`config.mk`:
```
export PLATFORM = sky130hd
export DESIGN_NAME = mips_debug_ctrl
export DESIGN_NICKNAME = d
export VERILOG_FILES = /design/src/rtl/mips_debug_ctrl.sv
export SDC_FILE = /design/constraint.sdc
export NUM_CORES = 1
export LEC_CHECK = 0
export ABC_AREA = 1
export CORE_MARGIN = 2
export CORE_UTILIZATION = 56
export DETAILED_ROUTE_END_ITERATION = 8
export MAX_ROUTING_LAYER = met4
export PLACE_DENSITY = 0.87
export REMOVE_ABC_BUFFERS = 1
export SKIP_CTS_REPAIR_TIMING = 1
export SYNTH_ARGS = -nofsm -noshare
export SYNTH_HDL_FRONTEND = slang
export SYNTH_SLANG_ARGS = --single-unit
```
`constraint.sdc`:
```
create_clock -name i_clk -period 5.5 [get_ports i_clk]
set_clock_uncertainty 0.1 [all_clocks]
set_input_delay 0.55 -clock i_clk [delete_from_list [all_inputs] [get_ports i_clk]]
set_output_delay 0.55 -clock i_clk [all_outputs]
set_load 0.02 [all_outputs]
```
`src/rtl/mips_debug_ctrl.sv`:
```
// Byte-command debug controller for the MIPS pipeline: program load, step/run
// gating of the pipeline enable, and a PC + register-file dump over the TX channel.
module mips_debug_ctrl #(
  parameter int                NB_ADDR   = 32,
  parameter int                NB_INST   = 32,
  parameter int                NB_DATA   = 32,
  parameter int                NB_REG    = 5,
  parameter int                NB_BYTE   = 8,
  parameter int                MAX_INST  = 256,
  parameter logic [NB_INST-1:0] HALT_WORD = 32'hFFFF_FFFF
) (
  input  logic               i_clk,
  input  logic               i_reset,
  input  logic [NB_BYTE-1:0] i_rx_data,
  input  logic               i_rx_valid,
  output logic [NB_BYTE-1:0] o_tx_data,
  output logic               o_tx_start,
  input  logic               i_tx_done,
  input  logic               i_halt,
  input  logic [NB_ADDR-1:0] i_pc,
  input  logic [NB_DATA-1:0] i_data_read_debug,
  output logic               o_write,
  output logic [NB_INST-1:0] o_instruction,
  output logic [NB_ADDR-1:0] o_address,
  output logic               o_enable,
  output logic [NB_REG-1:0]  o_address_read_debug
);

  localparam int NB_WORD = 4 * NB_BYTE;
  localparam int WCW     = NB_ADDR - 2;
  localparam logic [WCW-1:0] MAX_WC = WCW'(MAX_INST);

  localparam logic [NB_BYTE-1:0] CMD_LOAD  = 8'h4C;
  localparam logic [NB_BYTE-1:0] CMD_STEP  = 8'h53;
  localparam logic [NB_BYTE-1:0] CMD_RUN   = 8'h52;
  localparam logic [NB_BYTE-1:0] CMD_DUMP  = 8'h44;
  localparam logic [NB_BYTE-1:0] CMD_PAUSE = 8'h50;
  localparam logic [NB_BYTE-1:0] RPL_OK    = 8'h4B;
  localparam logic [NB_BYTE-1:0] RPL_HALT  = 8'h48;
  localparam logic [NB_BYTE-1:0] RPL_ERR   = 8'hEE;

  typedef enum logic [3:0] {
    IDLE, LOAD_BYTE, LOAD_WRITE, STEP, RUN, DUMP_ADDR, DUMP_LATCH,
    DUMP_SEND, DUMP_WAIT, REPLY, REPLY_WAIT
  } state_t;

  state_t             state, state_next;
  logic [1:0]         byte_idx, byte_idx_next;
  logic [WCW-1:0]     word_count, word_count_next;
  logic               halted, halted_next;
  logic [NB_INST-1:0] word_buf, word_buf_next;
  logic [NB_BYTE-1:0] reply_byte, reply_byte_next;
  logic [NB_REG-1:0]  reg_idx, reg_idx_next;
  logic [NB_WORD-1:0] dump_word, dump_word_next;
  logic               dump_pc, dump_pc_next;
  logic               enable, enable_next;
  logic               tx_start, tx_start_next;
  logic [NB_BYTE-1:0] tx_data, tx_data_next;
  logic [NB_REG-1:0]  rd_addr, rd_addr_next;

  always_ff @(posedge i_clk or negedge i_reset) begin
    if (!i_reset) begin
      state      <= IDLE;
      byte_idx   <= '0;
      word_count <= '0;
      halted     <= 1'b0;
      word_buf   <= '0;
      reply_byte <= '0;
      reg_idx    <= '0;
      dump_word  <= '0;
      dump_pc    <= 1'b0;
      enable     <= 1'b0;
      tx_start   <= 1'b0;
      tx_data    <= '0;
      rd_addr    <= '0;
    end else begin
      state      <= state_next;
      byte_idx   <= byte_idx_next;
      word_count <= word_count_next;
      halted     <= halted_next;
      word_buf   <= word_buf_next;
      reply_byte <= reply_byte_next;
      reg_idx    <= reg_idx_next;
      dump_word  <= dump_word_next;
      dump_pc    <= dump_pc_next;
      enable     <= enable_next;
      tx_start   <= tx_start_next;
      tx_data    <= tx_data_next;
      rd_addr    <= rd_addr_next;
    end
  end

  always_comb begin
    state_next      = state;
    byte_idx_next   = byte_idx;
    word_count_next = word_count;
    halted_next     = halted;
    word_buf_next   = word_buf;
    reply_byte_next = reply_byte;
    reg_idx_next    = reg_idx;
    dump_word_next  = dump_word;
    dump_pc_next    = dump_pc;
    enable_next     = 1'b0;
    tx_start_next   = 1'b0;
    tx_data_next    = tx_data;
    rd_addr_next    = '0;

    case (state)
      IDLE: begin
        if (i_rx_valid) begin
          case (i_rx_data)
            CMD_LOAD: begin
              word_count_next = '0;
              byte_idx_next   = '0;
              state_next      = LOAD_BYTE;
            end
            CMD_STEP, CMD_RUN: begin
              if (halted) begin
                reply_byte_next = RPL_HALT;
                state_next      = REPLY;
              end else begin
                enable_next = 1'b1;
                state_next  = (i_rx_data == CMD_STEP) ? STEP : RUN;
              end
            end
            CMD_DUMP: begin
              dump_word_next = NB_WORD'(i_pc);
              dump_pc_next   = 1'b1;
              byte_idx_next  = '0;
              reg_idx_next   = '0;
              state_next     = DUMP_SEND;
            end
            default: begin
              reply_byte_next = RPL_ERR;
              state_next      = REPLY;
            end
          endcase
        end
      end

      // Bytes arrive LSB first, so shifting in from the top leaves the word aligned.
      LOAD_BYTE: begin
        if (i_rx_valid) begin
          word_buf_next = {i_rx_data, word_buf[NB_INST-1:NB_BYTE]};
          byte_idx_next = byte_idx + 2'd1;
          if (byte_idx == 2'd3) state_next = LOAD_WRITE;
        end
      end

      LOAD_WRITE: begin
        if (word_count != '1) word_count_next = word_count + WCW'(1);
        if (word_buf == HALT_WORD) begin
          halted_next     = 1'b0;
          reply_byte_next = RPL_OK;
          state_next      = REPLY;
        end else begin
          state_next = LOAD_BYTE;
        end
      end

      STEP: begin
        reply_byte_next = RPL_OK;
        state_next      = REPLY;
      end

      // A retiring halt takes priority over a simultaneous pause.
      RUN: begin
        if (i_halt) begin
          halted_next     = 1'b1;
          reply_byte_next = RPL_HALT;
          state_next      = REPLY;
        end else if (i_rx_valid && i_rx_data == CMD_PAUSE) begin
          reply_byte_next = RPL_OK;
          state_next      = REPLY;
        end else begin
          enable_next = 1'b1;
        end
      end

      DUMP_ADDR: begin
        rd_addr_next = reg_idx;
        state_next   = DUMP_LATCH;
      end

      DUMP_LATCH: begin
        dump_word_next = NB_WORD'(i_data_read_debug);
        byte_idx_next  = '0;
        state_next     = DUMP_SEND;
      end

      DUMP_SEND: begin
        tx_start_next = 1'b1;
        tx_data_next  = dump_word[NB_BYTE-1:0];
        state_next    = DUMP_WAIT;
      end

      DUMP_WAIT: begin
        if (i_tx_done) begin
          dump_word_next = dump_word >> NB_BYTE;
          byte_idx_next  = byte_idx + 2'd1;
          if (byte_idx != 2'd3) begin
            state_next = DUMP_SEND;
          end else if (dump_pc) begin
            dump_pc_next = 1'b0;
            state_next   = DUMP_ADDR;
          end else if (reg_idx == '1) begin
            state_next = IDLE;
          end else begin
            reg_idx_next = reg_idx + 1'b1;
            state_next   = DUMP_ADDR;
          end
        end
      end

      REPLY: begin
        tx_start_next = 1'b1;
        tx_data_next  = reply_byte;
        state_next    = REPLY_WAIT;
      end

      REPLY_WAIT: begin
        if (i_tx_done) state_next = IDLE;
      end

      default: state_next = IDLE;
    endcase
  end

  assign o_write              = (state == LOAD_WRITE) && (word_count < MAX_WC);
  assign o_instruction        = o_write ? word_buf : '0;
  assign o_address            = o_write ? {word_count, 2'b00} : '0;
  assign o_enable             = enable;
  assign o_tx_start           = tx_start;
  assign o_tx_data            = tx_data;
  assign o_address_read_debug = rd_addr;

endmodule

```
Yosys cells after proc, flatten, opt, wreduce, memory -nomap -nowiden

Cells that the tools add are included.

Add/sub/neg operators: 3
$lt $le $gt $ge: 1
Eq/ne operators: 37
Muxes and demuxes: 61
Reductions and logical operators: 22

Operator list:

| operator                | count |
|---|---|
| $mux W32                | 5 |
| $pmux W32 S3            | 1 |
| $mux W30                | 3 |
| $pmux W30 S2            | 1 |
| $pmux W4 S11            | 1 |
| $eq A8 B7 Y1 const B    | 5 |
| $mux W8                 | 5 |
| $mux W4                 | 9 |
| $mux W5                 | 7 |
| $eq A32 B32 Y1 const B  | 1 |
| $pmux W8 S2             | 2 |
| $pmux W8 S4             | 1 |
| $add A30 B1 Y30 const B | 1 |
| $lt A30 B9 Y1 const B   | 1 |
| $ne A30 B30 Y1 const B  | 1 |
| $ne A2 B2 Y1 const B    | 14 |
| $eq A4 B3 Y1 const B    | 4 |
| $eq A4 B4 Y1 const B    | 3 |
| $mux W1                 | 12 |
| $mux W3                 | 4 |
| $pmux W4 S3             | 1 |
| $reduce_and A6 Y1       | 2 |
| $pmux W5 S2             | 1 |
| $reduce_and A5 Y1       | 2 |
| other kinds (21)        | 37 |

Register bits after elaboration: 130
Bits of input ports: 77
Logic and storage cells: 137

Logic depth before layout (Yosys ltp)

Depth after elaboration: 6
Depth in mapped cells: 11
Depth with buffers taken out: 11

Least setup slack after synthesis

Ideal clock, no wire load.

Path type: reg-to-output
From: reg state[1]
To: out o_address[2]
Arrival time: 1.586 ns
Data required time: 4.850 ns
Setup slack: 3.264 ns
Stages on the path, launching flop included: 8
Buffers on the path: 1
Cell sequence: dfrtp_1 > inv_2 > nor2_4 > nand2_1 > nor4_1 > nand3_1 > buf_2 > nor2_1

Cells in the longest elaborated chain, start to end: 3

RTL lines:

| item                   | RTL line | text |
|---|---|---|
| from (decl)            | 47       | `state_t state, state_next;` |
| from (signal assigned) | 77       | `state <= state_next;` |
| $eq A4 B2 Y1           | 229      | `assign o_write = (state == LOAD_WRITE) && (word_count < MAX_WC);` |
| $logic_and A1 B1 Y1    | 229      |  |
| $mux W32               | 231      | `assign o_address = o_write ? {word_count, 2'b00} : '0;` |
| to (decl)              | 24       | `output logic [NB_ADDR-1:0] o_address,` |

No other way between the ends.

Final worst setup path

From: reg state[3]
To: out o_instruction[1]

Cells in the longest elaborated chain, start to end: 3

RTL lines:

| item                | RTL line | text |
|---|---|---|
| $eq A4 B2 Y1        | 229      |  |
| $logic_and A1 B1 Y1 | 229      |  |
| $mux W32            | 230      | `assign o_instruction = o_write ? word_buf : '0;` |
| to (decl)           | 23       | `output logic [NB_INST-1:0] o_instruction,` |

No other way between the ends.

==> results.toml <==
[placement]
gp_congestion = 0.948
place_inst = 1327
dp_hpwl_um = 12800
port_buffers = 132

[clock_network]
clock_sinks = 126
cts_root_buffer = "clkbuf_16"
cts_made_buffers = 17
cts_tree = "built"
cts_buffer_depth = 2
clk-insertion-delay-late_ns = 0.43
htree_levels = 4
path_clk_slew_ns = 0.06

[routing]
drc = 0
vias = 7098
drt_first_iter_violations = 507
drtPass1Iterations = 6
routed_wl_um = 18100
via_per_inst = 5.22
post_drt_wl_per_cell_um = 13.4
antenna_left = 0

[synth]
syn_inst = 1055
yosysMostFrequentCell = "nand2_1"
synth-seq-cells = 126
synth_top_area_share_pct = 43.3
synthArstFlopShare_pct = 100
avgSynthCellArea_um2 = 6.91
synth.distinct_cells = 30
synthTopCellsByArea = "dfrtp_1 43%, nand2_1 17%, nor2_1 6.6%"
synth_warnings = 0
synth_common_cells = "335 x nand2_1, 129 x nor2_1, 126 x dfrtp_1, 117 x inv_1, 93 x nand3_1"
ys.flop_type = "dfrtp_1"
yosysTopAreaCell = "dfrtp_1"
synth-edff-count = 0
netlist_area_um2 = 7290
seq_area_frac_synth_pct = 43.3

[sta]
setup-tns-final_ns = 0
setup_viol = 0
fin_crit_ns = 3.69
period_share_pct = 67.0
max_freq_ghz = 0.271
drv_slew = 0
hold_violations = 0
rsz0062_at_grt = "no"
slew_headroom_pct = 30.7
tightestPinTransition_ns = 1.04
whs_ns = 0.197

[status]
status = "finished, final reports clean"

[pwr]
power_density_nw_per_um2 = 438
leakage_uw = 0.00418
ir_worst_vdd_mv = 0.263
power.total_uw = 4030

[setup_path]
required_ns = 4.85
critPathLaunchType = "flip-flop"
r2r_end = "dump_word[21]$_DFFE_PN0P_"
crit_type = "reg2out"
r2r_start = "state[0]$_DFFE_PN0P_"
arrival_ns = 3.04
ff2ff_path_depth = 10
r2r_setup_slack_ns = 2.14
path_max_fanout = 41
worstSetupEndpointType = "output port"

[layout]
stdcell_count = 1359
antenna_cells = 0
drive_gt1_share_pct = 4.63
area_growth_pct = 26.4
nFillCells = 1024
fin_nets = 1255

[global_routing]
antenna_found_initial = 0
grt_pass1_vias = 6821
grt_first_pass_wirelength_um = 31200
grt_max_degree = 83
grt_usage_pct = 28.2
overflow = 0

[floorplanning]
die_h_um = 118
initial_core_util_pct = 57.5
row_count = 41
die_w_um = 118
die_area_um2 = 13900
core_region_area_um2 = 12700
pin_count = 157

[min_path]
min_path_type = "in2async"

[flow_run]
max-cap-violations = 0
==> layer usage <==
layer  part of all wire, %  track usage [%]  vias to the layer above
li1                      -                -                     3516
met1                    42             35.1                     3287
met2                    50             45.7                      258
met3                   5.7             4.89                       37
met4                   2.1             11.2                        0
met5                     0                -                        -
==> cell type report <==
class	instances	area (um2)	area share (%)
sequential	126	3150	34.2
timing repair buffer	137	1360	14.7
inverter	123	462	5.01
clock buffer	19	453	4.92
tap	172	215	2.34
clock inverter	13	163	1.77
multi-input combinational	769	3410	37.0
==> registers in the layout, indices dropped and copies added (netlist names) <==
signal,flops
o_tx_start,1
o_enable,1
dump_pc,1
o_tx_data,8
word_buf,32
halted,1
o_address_read_debug,5
dump_word,32
state,4
byte_idx,2
reply_byte,4
reg_idx,5
word_count,30
==> power by group <==
group	total, uW	leakage, uW	internal (uW)	switching, uW
combinational	1350	0.00227	460	885
sequential	1520	0.00162	1270	252
clock	1170	0.000295	736	433
total	4030	0.00418	2460	1570
==> kinds of logic (layout without fill, tap and decap cells) <==
logic type | count (synthesis) | in the layout | share of synthesized area [%]
and+or+nand+nor | 594 | 594 | 33.8
buffers and inverters | 183 | 292 | 11.2
AOI/OAI and AO/OA | 133 | 133 | 9.39
DFF | 126 | 126 | 43.3
xor gates and xnor gates | 14 | 14 | 1.68
adders and majority gates | 4 | 4 | 0.687
other | 1 | 24 | 0.0515
==> cells in the final DEF (no fill, tap or decap), drive strengths merged, types with 7 or more instances in the layout <==
cell type	instances
xor2	12
a21oi	20
nand2	336
o21ai	110
nand3	94
clkdlybuf4s50	131
clkbuf	19
inv	124
dfrtp	126
nor2	136
nor3	7
nand4	15
conb	24
==> per-stage QoR <==
step | util, % | area, um2 | setup slack (ns)
after global routing | 72.7 | 9210 | 1.46
after CTS | 72.7 | 9210 | 1.79
after detailed placement | 67.8 | 8590 | 2.20
final | 72.7 | 9210 | 1.81
after global placement | 67.8 | 8590 | 2.33
after floorplan | - | 7020 | 2.01
==> worst max-delay path, cell delays in order, from the launching register on <==
cell and delay (ns):
dfrtp_1 0.42, nor2_1 0.26, nand2_1 0.40, nor4_1 0.36
nand3_1 0.10, buf_4 0.26, nor2_1 0.16, clkdlybuf4s50_1 0.62
==> worst max path at each step <==
stage,from,endpoint,depth (start not counted)
after detailed placement,state[0]$_DFFE_PN0P_,dump_word[17]$_DFFE_PN0P_,10
final,state[3]$_DFFE_PN0P_,o_instruction[1],7
after global placement,state[0]$_DFFE_PN0P_,dump_word[4]$_DFFE_PN0P_,10
after global routing,state[3]$_DFFE_PN0P_,o_instruction[11],7
after CTS,state[3]$_DFFE_PN0P_,o_instruction[1],7
after floorplan,state[1]$_DFFE_PN0P_,o_address[2],6
No activity file was read; power rests on OpenSTA's default activity.
